$ cat config.mk
export PLATFORM = sky130hd
export DESIGN_NAME = ca_frame_sequencer
export DESIGN_NICKNAME = d
export VERILOG_FILES = /design/src/rtl/ca_frame_sequencer.sv
export SDC_FILE = /design/constraint.sdc
export NUM_CORES = 1
export LEC_CHECK = 0
export ABC_AREA = 1
export CORE_MARGIN = 5
export CORE_UTILIZATION = 60
export CTS_CLUSTER_DIAMETER = 120
export CTS_CLUSTER_SIZE = 10
export DETAILED_ROUTE_END_ITERATION = 10
export GPL_ROUTABILITY_DRIVEN = 0
export GPL_TIMING_DRIVEN = 0
export PLACE_DENSITY_LB_ADDON = 0.25
export SLEW_MARGIN = 20
export SYNTH_ARGS = -nofsm -noshare
export SYNTH_HDL_FRONTEND = slang
export SYNTH_SLANG_ARGS = --single-unit
$ cat constraint.sdc
create_clock -name clk -period 3.1 [get_ports clk]
set_input_delay 0.465 -clock clk [delete_from_list [all_inputs] [get_ports clk]]
set_output_delay 0.465 -clock clk [all_outputs]
set_load 0.02 [all_outputs]
$ cat src/rtl/ca_frame_sequencer.sv
// Frame sequencer for the 80-cell cellular-automaton datapath: paces generation
// steps, selects seed vs feedback, addresses image rows and holds the live rule.
module ca_frame_sequencer #(
    parameter int unsigned ROWS          = 60,
    parameter int unsigned TICK_DIV      = 524288,
    parameter int unsigned RULE_INIT     = 30,
    parameter int unsigned DEBOUNCE_BITS = 16,
    parameter int unsigned HOLD_TICKS    = 120
) (
    input  logic       clk,
    input  logic       rst,
    input  logic       sw1,
    input  logic       sw2,
    output logic [7:0] rule,
    output logic       seed_sel,
    output logic       step,
    output logic       we,
    output logic [6:0] row_w,
    output logic       frame_done
);

    localparam int unsigned TICK_W = (TICK_DIV > 1) ? $clog2(TICK_DIV) : 1;
    localparam int unsigned HOLD_W = (HOLD_TICKS > 0) ? $clog2(HOLD_TICKS + 1) : 1;

    localparam logic [TICK_W-1:0]        TICK_LAST = TICK_W'(TICK_DIV - 1);
    localparam logic [TICK_W-1:0]        TICK_ONE  = TICK_W'(1);
    localparam logic [HOLD_W-1:0]        HOLD_LAST = HOLD_W'((HOLD_TICKS > 0) ? HOLD_TICKS - 1 : 0);
    localparam logic [HOLD_W-1:0]        HOLD_ONE  = HOLD_W'(1);
    localparam logic [DEBOUNCE_BITS-1:0] DB_MAX    = {DEBOUNCE_BITS{1'b1}};
    localparam logic [DEBOUNCE_BITS-1:0] DB_ONE    = DEBOUNCE_BITS'(1);
    localparam logic [6:0]               ROW_LAST  = 7'(ROWS - 1);
    localparam logic [6:0]               ROW_ONE   = 7'(1);
    localparam logic [7:0]               RULE_RST  = 8'(RULE_INIT);

    typedef enum logic [1:0] {
        ST_SEED,
        ST_RUN,
        ST_HOLD
    } state_t;

    state_t                   state;
    logic [TICK_W-1:0]        tick_cnt;
    logic [HOLD_W-1:0]        hold_cnt;
    logic [1:0]               s1_q;
    logic [1:0]               s2_q;
    logic [1:0]               s3_q;
    logic [1:0]               stable_q;
    logic [DEBOUNCE_BITS-1:0] db_cnt [2];
    logic [1:0]               press_c;
    logic                     tick_c;
    logic                     rule_inc_c;
    logic                     rule_dec_c;
    logic                     restart_c;

    // Two-flop synchronisers plus one history flop for change detection.
    always_ff @(posedge clk or posedge rst) begin
        if (rst) begin
            s1_q <= '0;
            s2_q <= '0;
            s3_q <= '0;
        end else begin
            s1_q <= {sw2, sw1};
            s2_q <= s1_q;
            s3_q <= s2_q;
        end
    end

    // Debounce counters: restart on any level change, accept level at saturation.
    always_ff @(posedge clk or posedge rst) begin
        if (rst) begin
            db_cnt[0] <= '0;
            db_cnt[1] <= '0;
            stable_q  <= '0;
        end else begin
            for (int i = 0; i < 2; i++) begin
                if (s2_q[i] != s3_q[i]) begin
                    db_cnt[i] <= '0;
                end else if (db_cnt[i] != DB_MAX) begin
                    db_cnt[i] <= db_cnt[i] + DB_ONE;
                end
                if (db_cnt[i] == DB_MAX) begin
                    stable_q[i] <= s3_q[i];
                end
            end
        end
    end

    // Press events (accepted 0->1 only) and the resulting rule change request.
    always_comb begin
        press_c = '0;
        for (int i = 0; i < 2; i++) begin
            press_c[i] = (db_cnt[i] == DB_MAX) && s3_q[i] && !stable_q[i];
        end
        rule_inc_c = press_c[0] && !press_c[1];
        rule_dec_c = press_c[1] && !press_c[0];
        restart_c  = rule_inc_c || rule_dec_c;
        tick_c     = (tick_cnt == TICK_LAST);
    end

    // Tick divider, rule register and frame FSM; a rule change overrides everything.
    always_ff @(posedge clk or posedge rst) begin
        if (rst) begin
            state      <= ST_SEED;
            tick_cnt   <= '0;
            hold_cnt   <= '0;
            rule       <= RULE_RST;
            row_w      <= '0;
            step       <= 1'b0;
            we         <= 1'b0;
            seed_sel   <= 1'b0;
            frame_done <= 1'b0;
        end else if (restart_c) begin
            state      <= ST_SEED;
            tick_cnt   <= '0;
            hold_cnt   <= '0;
            rule       <= rule_inc_c ? rule + 8'd1 : rule - 8'd1;
            row_w      <= '0;
            step       <= 1'b0;
            we         <= 1'b0;
            seed_sel   <= 1'b0;
            frame_done <= 1'b0;
        end else begin
            tick_cnt <= tick_c ? '0 : tick_cnt + TICK_ONE;
            step     <= tick_c && (state != ST_HOLD);
            we       <= tick_c && (state != ST_HOLD);
            case (state)
                ST_SEED: begin
                    if (step) begin
                        state    <= ST_RUN;
                        row_w    <= ROW_ONE;
                        seed_sel <= 1'b1;
                    end
                end
                ST_RUN: begin
                    if (step) begin
                        if (row_w == ROW_LAST) begin
                            state      <= ST_HOLD;
                            hold_cnt   <= '0;
                            frame_done <= 1'b1;
                        end else begin
                            row_w <= row_w + ROW_ONE;
                        end
                    end
                end
                ST_HOLD: begin
                    if (tick_c && (HOLD_TICKS != 0)) begin
                        if (hold_cnt == HOLD_LAST) begin
                            state      <= ST_SEED;
                            hold_cnt   <= '0;
                            row_w      <= '0;
                            seed_sel   <= 1'b0;
                            frame_done <= 1'b0;
                        end else begin
                            hold_cnt <= hold_cnt + HOLD_ONE;
                        end
                    end
                end
                default: begin
                    state <= ST_SEED;
                    row_w <= '0;
                end
            endcase
        end
    end

endmodule

# Word level (Yosys, flattened, before mapping)
# Cells that the tools add are included.
[word_totals]
reg_bits = 86
output_inout_bits = 19
word_cells = 99
[classes]
addsub = 7
n_eq_ne = 18
muxes = 37
n_reduce_logical = 22
[ops]
columns = ["op", "n"]
rows = [
  ["7-bit 2-to-1 mux", 11],
  ["16-bit 2-to-1 mux", 4],
  ["19-bit 2-to-1 mux", 2],
  ["16-bit by 1-bit adder with 16-bit output (second input constant)", 2],
  ["16-bit == test (second input constant)", 2],
  ["16-bit inequality test (second input constant)", 2],
  ["7-bit one-hot mux with 3 select lines", 1],
  ["19-bit by 1-bit adder with 19-bit output (second input constant)", 1],
  ["19-bit == test (second input constant)", 1],
  ["3-bit inequality test (second input constant)", 6],
  ["5-bit AND reduction", 3],
  ["7-bit by 1-bit adder with 7-bit output (second input constant)", 2],
  ["7-bit one-hot mux with 2 select lines", 1],
  ["2-bit 2-to-1 mux", 6],
  ["8-bit by 1-bit adder with 8-bit output (second input constant)", 1],
  ["1-bit 2-to-1 mux", 8],
  ["8-bit 2-to-1 mux", 1],
  ["4-bit AND reduction", 2],
  ["8-bit by 1-bit subtractor with 8-bit output (second input constant)", 1],
  ["7-bit by 6-bit == test with 1-bit output (second input constant)", 1],
  ["7-bit == test (second input constant)", 1],
  ["1-bit logical AND", 7],
  ["2-bit one-hot mux with 3 select lines", 1],
  ["3-bit nonzero test", 2],
  ["9 further kinds", 15],
]

# Depth between registers and ports, before layout
# Gate-level depths: netlist of run 1.
[logic_depth]
ltp_word = 8
mapped_depth = 19

# Worst setup path after synthesis of run 1
# OpenSTA, ideal clock, no wires.
[synth_timing]
path_kind = "flip-flop to flip-flop"
from = "register db_cnt[16] (netlist bit)"
to = "register rule[7]"
t_arrival_ps = 2532
setup_slack_ps = 450
path_stages_with_launch = 19
n_path_buf = 1
period_less_slack_ps = 2650
path_cell_list = "dfrtp_1 > ha_1 > nand3_1 > inv_1 > nand2_1 > nor2_2 > nand2_1 > buf_6 > nor3_1 > ha_1 > inv_1 > ha_1 > a21oi_1 > o21a_1 > nand2_1 > nand2_1 > nand2_1 > nand2_1 > nand2_1"
[synth_via]
elab_chain_cells = 6
[synth_lines]
columns = ["item", "line_no", "text"]
rows = [
  ["from (decl)", "48", "logic [DEBOUNCE_BITS-1:0] db_cnt [2];"],
  ["from (signal, indexed assignment)", "79", "db_cnt[i] <= db_cnt[i] + DB_ONE;"],
  ["16-bit == test (*)", "92", "press_c[i] = (db_cnt[i] == DB_MAX) && s3_q[i] && !stable_q[i];"],
  ["1-bit logical AND (*) (2 in series)", "92", ""],
  ["1-bit logical NOT", "95", "rule_dec_c = press_c[1] && !press_c[0];"],
  ["1-bit logical AND", "95", ""],
  ["1-bit logical OR", "96", "restart_c = rule_inc_c || rule_dec_c;"],
  ["to (signal assigned)", "116", "rule <= rule_inc_c ? rule + 8'd1 : rule - 8'd1;"],
  ["to (decl)", "14", "output logic [7:0] rule,"],
]
# Every way passes the cells marked *; elsewhere a longest branch is shown, timed or not.
# A chain may end at the register's enable or synchronous reset.

# Worst setup path in the final report of run 1
[layout_timing]
from = "register db_cnt[0] (netlist bit)"
to = "register frame_done"
[layout_via]
elab_chain_cells = 8
[layout_lines]
columns = ["item", "line_no", "text"]
rows = [
  ["16-bit == test (*)", "92", ""],
  ["1-bit logical AND (*) (2 in series)", "92", ""],
  ["1-bit logical NOT", "94", "rule_inc_c = press_c[0] && !press_c[1];"],
  ["1-bit logical AND", "94", ""],
  ["1-bit logical OR (*)", "96", ""],
  ["3-bit inequality test (no source line) / 3-bit nonzero test (equally long branches)", "-", ""],
  ["5-bit AND reduction (no source line)", "-", ""],
  ["to (signal assigned)", "111", "frame_done <= 1'b0;"],
  ["to (signal assigned)", "121", "frame_done <= 1'b0;"],
  ["to (signal assigned)", "139", "frame_done <= 1'b1;"],
  ["to (decl)", "19", "output logic frame_done"],
]
# Marked as above.

==> results of run 1 <==
[state kept, by name, summed over array words and instances (netlist names)]
register,flops
state,2
s2_q,2
row_w,7
frame_done,1
we,1
tick_cnt,19
seed_sel,1
s1_q,2
s3_q,2
rule,8
db_cnt,32
hold_cnt,7
stable_q,2
[final cells by class]
cell class              count  area (um2)
fillers                   638        2530
multi-input cells         487        2490
flip-flops and latches     86        2160
inverters                  76         292
repair buffers             27         278
clock buffers              13         169
well taps                 105         131
plain buffers              11        68.8
clock inverters             3        17.5
[critical path: cells and delay by family, from the launching register on]
kind,cells,cell delay (ps)
adder cells (fa/ha/maj),2,670
AND/OR/NAND/NOR,11,1340
flip-flops,1,390
buffers and inverters,3,350
[through the flow]
stage               hold WS (ps)  setup TNS, ps  power [mW]  cells
floorplan                    331              0        1.23    661
global placement             336         -73800        1.25    788
detailed placement           337              0        1.26    789
CTS                          356              0        2.00    805
global route                 374          -3.47        2.08    808
finish                       354              0        1.99    808
[repair_timing]
item | 4_1_cts | 5_1_grt
hold buffers | 0 | 0
setup endpoints to repair | 0 | 35
gates resized for setup | 0 | 10
setup buffers | 0 | 4
[final timing paths]
kind | start | end | slack (ps) | cells after the start
setup / recovery | db_cnt[0] | frame_done | 250 | 16
hold / removal | s1_q[1] | s2_q[1] | 350 | 0
setup reg to reg | db_cnt[0] | frame_done | 250 | 16
hold reg to reg | s1_q[1] | s2_q[1] | 350 | 0
max in group asynchronous | rst | rule[2] | 1990 | 3
min in group asynchronous | rst | s1_q[0] | 470 | 2
[layout by cell type (no fill, tap or decap), types with 4 or more instances in the layout]
master	netlist	routed
nand2_1	177	175
nor2_1	91	90
dfrtp_1	82	82
inv_1	72	70
nand3_1	59	59
nand4_1	23	23
clkdlybuf4s50_1	0	22
nor3_1	22	21
a21oi_1	18	17
o21ai_0	16	16
xor2_1	14	14
clkbuf_8	0	12
ha_1	13	10
xnor2_1	8	8
buf_4	3	7
nand2_2	4	6
nor2_2	5	6
inv_2	3	4
clkbuf_1	3	4
a31oi_1	4	4
o31ai_1	4	4
dfstp_2	4	4
[cell families after synthesis]
group / share of synthesized area [%]
AND/OR/NAND/NOR: 36.2
buffers and inverters: 7.21
AO/OA/AOI/OAI: 5.78
adder cells (fa/ha/maj): 3.67
XOR/XNOR: 3.87
flip-flops: 43.3
[power groups by stage]
| stage | Sequential (mW) | Combinational (mW) | Clock (mW) |
|---|---|---|---|
| after floorplan | 1.17 | 0.0567 | 0 |
| after global placement | 1.17 | 0.0755 | 0 |
| after detailed placement | 1.17 | 0.0844 | 0 |
| after CTS | 1.15 | 0.0848 | 0.764 |
| after global routing | 1.15 | 0.0998 | 0.825 |
| final | 1.15 | 0.0870 | 0.749 |
[routing by layer]
| layer | track usage [%] | up-vias |
|---|---|---|
| met5 | 0 | - |
| met4 | 7.46 | 0 |
| met3 | 5.47 | 22 |
| met2 | 38.0 | 97 |
| met1 | 28.3 | 2087 |
| li1 | - | 2209 |
==> metrics.txt, run 1 <==
Mapped Avg Cell Area=7.54 um2; total internal power=1.52 mW; Root Driver=clkbuf_8; Clock Latency Late Sink=360 ps; Starting Density=61.3%; DP Wirelength=7.64 mm; final antenna-violating net count=0; DRT Pass-1 Iters=5; vias=4,415; vias in the first global route=4,375; CP Max Fanout=10; Cell Chain, Critical Path=ha_1, inv_1, nor2_2, nand2_2, inv_1, nand2_2, nor2_4, nand3_1, ha_2, clkinvlp_4, nor2_1, nand2_2, nand2_1, nor2_1, nand3_1, nand2_1; layout cells sized above 1=9.39%; TritonCTS clock tree=yes; # nets final=716; number of vias per cell=5.46; Max-Slew Margin vs Limit=55.2%; clock tree buffer depth=2; Antenna Cells=0; leakage=2.67 nW; register area share after synthesis=43.3%; metal3 WL=413 um; critical path's largest stage delay=490 ps; drt initial violations=213; kind of start point of the critical path=flip-flop; Placed Area=0.00536 mm2; crit path DAT=3100 ps; fin crit period=2850 ps; Post-synth EDFFs=0; die area=0.0102 mm2; final hold vios=0; Core Util, Final=68.9%; CTS sink count=86; Mapped Cells=661; worst min path class=flip-flop to flip-flop; Core Region=0.00813 mm2; ys async rst share=100%; Setup CP Type=flip-flop to flip-flop; outcome=finished clean; Worst path most repeated cell=nand2_2; DP Worst Slack=30.0 ps; Setup crit end kind=flip-flop; Die W=101 um; die height=101 um; post-route setup slack=252 ps; Yosys reg bits=86; Net Sw Power=0.467 mW; switching part of the total=23.5%; CTS Buf Count=9; most common cell in the netlist=nand2_1; Max Used Layer=met4; Total GRT Usage=22.5%; Congestion Overflow GR=0; largest net degree at the start of global routing=55; Synth top area share=41.2%; drt wl/cell=13.2 um; Worst IR Drop VDD=0.000267 V; IO Count=23; Site Rows=33; Distinct cells, synth=40; Setup-failing EPs final=0; clock share of power=37.7%; final WL=10.7 mm; Yosys top cell by area=dfrtp_1; Design Area, Final=0.00560 mm2; met1 wire length=4.79 mm; power per cell area=355 mW/mm2; post-route DRC violation count=0; maximum level of the CTS H-tree=3; first-pass GRT wire length=18.8 mm; Buffers on Ports=22; Synth Cell Area=0.00498 mm2; area delta synth->final=12.5%; Post-synth top flop=dfrtp_1; Final period util=91.9%; largest cells by area after synthesis=dfrtp_1, nand2_1, nor2_1; Final Max Slew Viols=0; Reg power frac=57.9%; worst path required time=3350 ps; clk slew on worst S/H paths=80 ps; initial antenna violation count=0; Post-synth top cells=nand2_1, nor2_1, dfrtp_1; skew final=9.17 ps; wire length on met2=5.28 mm; worst slew pin tran=667 ps; fmax=351 MHz; Synth warnings=0; Worst path slowest cell=ha_2; Syn Nets=679; Comb pwr share=4.4%; Max Cap Violations=0
Note: power is estimated with default switching activity, not from simulation.
==> run 2, diff against run 1 <==
SETUP_SLACK_MARGIN = 0.02   (was default)
==> metrics.txt, run 2 (synthesized netlist as in run 1, its figures left out) <==
outcome=finished clean; Root Driver=clkbuf_8; Final period util=92.4% (+0.56 points); Max-Slew Margin vs Limit=55.2% (about the same); critical path's largest stage delay=490 ps (about the same); number of vias per cell=5.48 (+0.25%); maximum level of the CTS H-tree=3 (unchanged); CTS Buf Count=9 (unchanged); fmax=349 MHz (-0.60%); Worst Hold Margin=354 ps (-0.00300 ps); CP Max Fanout=10 (unchanged); worst path required time=3350 ps (about the same); area delta synth->final=12.7%; Reg with most FFs=db_cnt; number of flip-flops in the largest register=32 (unchanged); post-route DRC violation count=0 (unchanged); vias=4,426 (+0.25%); # nets final=716 (unchanged); largest net degree at the start of global routing=55 (unchanged); Worst path most repeated cell=nand2_2; Final Max Slew Viols=0 (unchanged); most common cell after layout, fill and taps aside=nand2_1; Die W=101 um (unchanged); worst slew pin tran=666 ps (-0.746 ps); Setup-failing EPs final=0 (unchanged); clk slew on worst S/H paths=80 ps (about the same); vias in the first global route=4,375 (unchanged); final hold vios=0 (unchanged); CTS sink count=86 (unchanged); drt wl/cell=13.3 um (+0.53%); layout cells sized above 1=9.39% (unchanged); setup_tns=0 ps (unchanged); die area=0.0102 mm2 (unchanged); Largest regs=db_cnt (32), tick_cnt (19), rule (8); final antenna-violating net count=0 (unchanged); final WL=10.7 mm (+0.53%); Congestion Overflow GR=0 (unchanged); Core Region=0.00813 mm2 (unchanged); initial antenna violation count=0 (unchanged); Clock Latency Late Sink=360 ps (about the same); crit path DAT=3110 ps (about the same); drt initial violations=199 (-6.6%); first-pass GRT wire length=18.8 mm (unchanged); clock tree buffer depth=2 (unchanged); Placed Area=0.00536 mm2 (unchanged); most frequent cells in the layout=nand2_1, nor2_1, dfrtp_1, inv_1, nand3_1; leakage=2.68 nW (about the same); FILL cells=634 (-0.63%); Worst IR Drop VDD=0.000268 V (+0.52%); RSZ-0062 raised after global routing=no; Total GRT Usage=22.5% (unchanged); Site Rows=33 (unchanged); worst min path class=flip-flop to flip-flop; Setup CP Type=flip-flop to flip-flop; IO Count=23 (unchanged); Worst path slowest cell=ha_2; Starting Density=61.3% (unchanged); kind of start point of the critical path=flip-flop; Setup crit end kind=flip-flop; die height=101 um (unchanged); Cell Chain, Critical Path=ha_1, inv_1, nor2_2, nand2_2, inv_1, nand2_2, nor2_4, nand3_1, ha_2, clkinvlp_4, nor2_1, nand2_2, nand2_1, nor2_1, nand3_1, nand2_1; Antenna Cells=0 (unchanged); skew final=10.6 ps (+1.46 ps); DRT Pass-1 Iters=5 (unchanged); Buffers on Ports=22 (unchanged); TritonCTS clock tree=yes; Max Cap Violations=0 (unchanged); Design Area, Final=0.00561 mm2 (+0.18%); DP Wirelength=7.64 mm (unchanged); fin crit period=2860 ps (+17.3 ps); power per cell area=354 mW/mm2 (-0.29%)
## run 2: path summary, 6_finish.rpt
| path | startpoint | endpoint | slack, ps | cells after the start |
|---|---|---|---|---|
| max in group asynchronous | rst | rule[2] | 1990 | 3 |
| min reg2reg | s1_q[1] | s2_q[1] | 350 | 0 |
| max | db_cnt[0] | frame_done | 240 | 16 |
| min in group asynchronous | rst | s1_q[0] | 470 | 2 |
| max reg2reg | db_cnt[0] | frame_done | 240 | 16 |
| min | s1_q[1] | s2_q[1] | 350 | 0 |
## run 2: layout make-up
type | instances | area [um2] | area share, %
flip-flops and latches | 86 | 2160 | 38.4
well taps | 105 | 131 | 2.34
multi-input cells | 487 | 2500 | 44.5
clock buffers | 13 | 169 | 3.01
plain buffers | 11 | 68.8 | 1.23
repair buffers | 27 | 278 | 4.95
clock inverters | 3 | 17.5 | 0.312
inverters | 76 | 292 | 5.19
## run 2: power by group
part | internal (mW) | leakage, nW | total (mW) | switching (mW)
clock network | 0.355 | 0.0954 | 0.747 | 0.392
logic | 0.0273 | 1.43 | 0.0869 | 0.0596
registers | 1.14 | 1.15 | 1.15 | 0.0135
total | 1.52 | 2.68 | 1.98 | 0.465
## run 2: worst max-delay path, delay by kind of cell (launching register included)
| family | cells | cell delay, ps |
|---|---|---|
| and+or+nand+nor | 11 | 1350 |
| adders and majority gates | 2 | 670 |
| DFF | 1 | 390 |
| buffers and inverters | 3 | 350 |
## run 2: repair_timing
action / 4_1_cts / 5_1_grt
hold buffers: 0 / 0
gates resized for setup: 1 / 10
endpoints found under the setup margin: 2 / 35
setup buffers: 0 / 4
## run 2: stage by stage
stage / utilization (%) / power, mW / worst slack, ps / instances
floorplan: - / 1.23 / 420 / 661
global placement: 65.6 / 1.25 / -901 / 788
detailed placement: 65.9 / 1.26 / 30.0 / 789
CTS: 68.2 / 2.00 / 26.9 / 805
global route: 69.0 / 2.08 / 8.80 / 808
finish: 69.0 / 1.98 / 235 / 808
## run 2: routing by layer
layer / GRT usage, % / share of wire, %
met5: 0 / 0
met3: 5.47 / 4.1
met2: 38.0 / 50
met1: 28.3 / 45
met4: 7.46 / 1.4
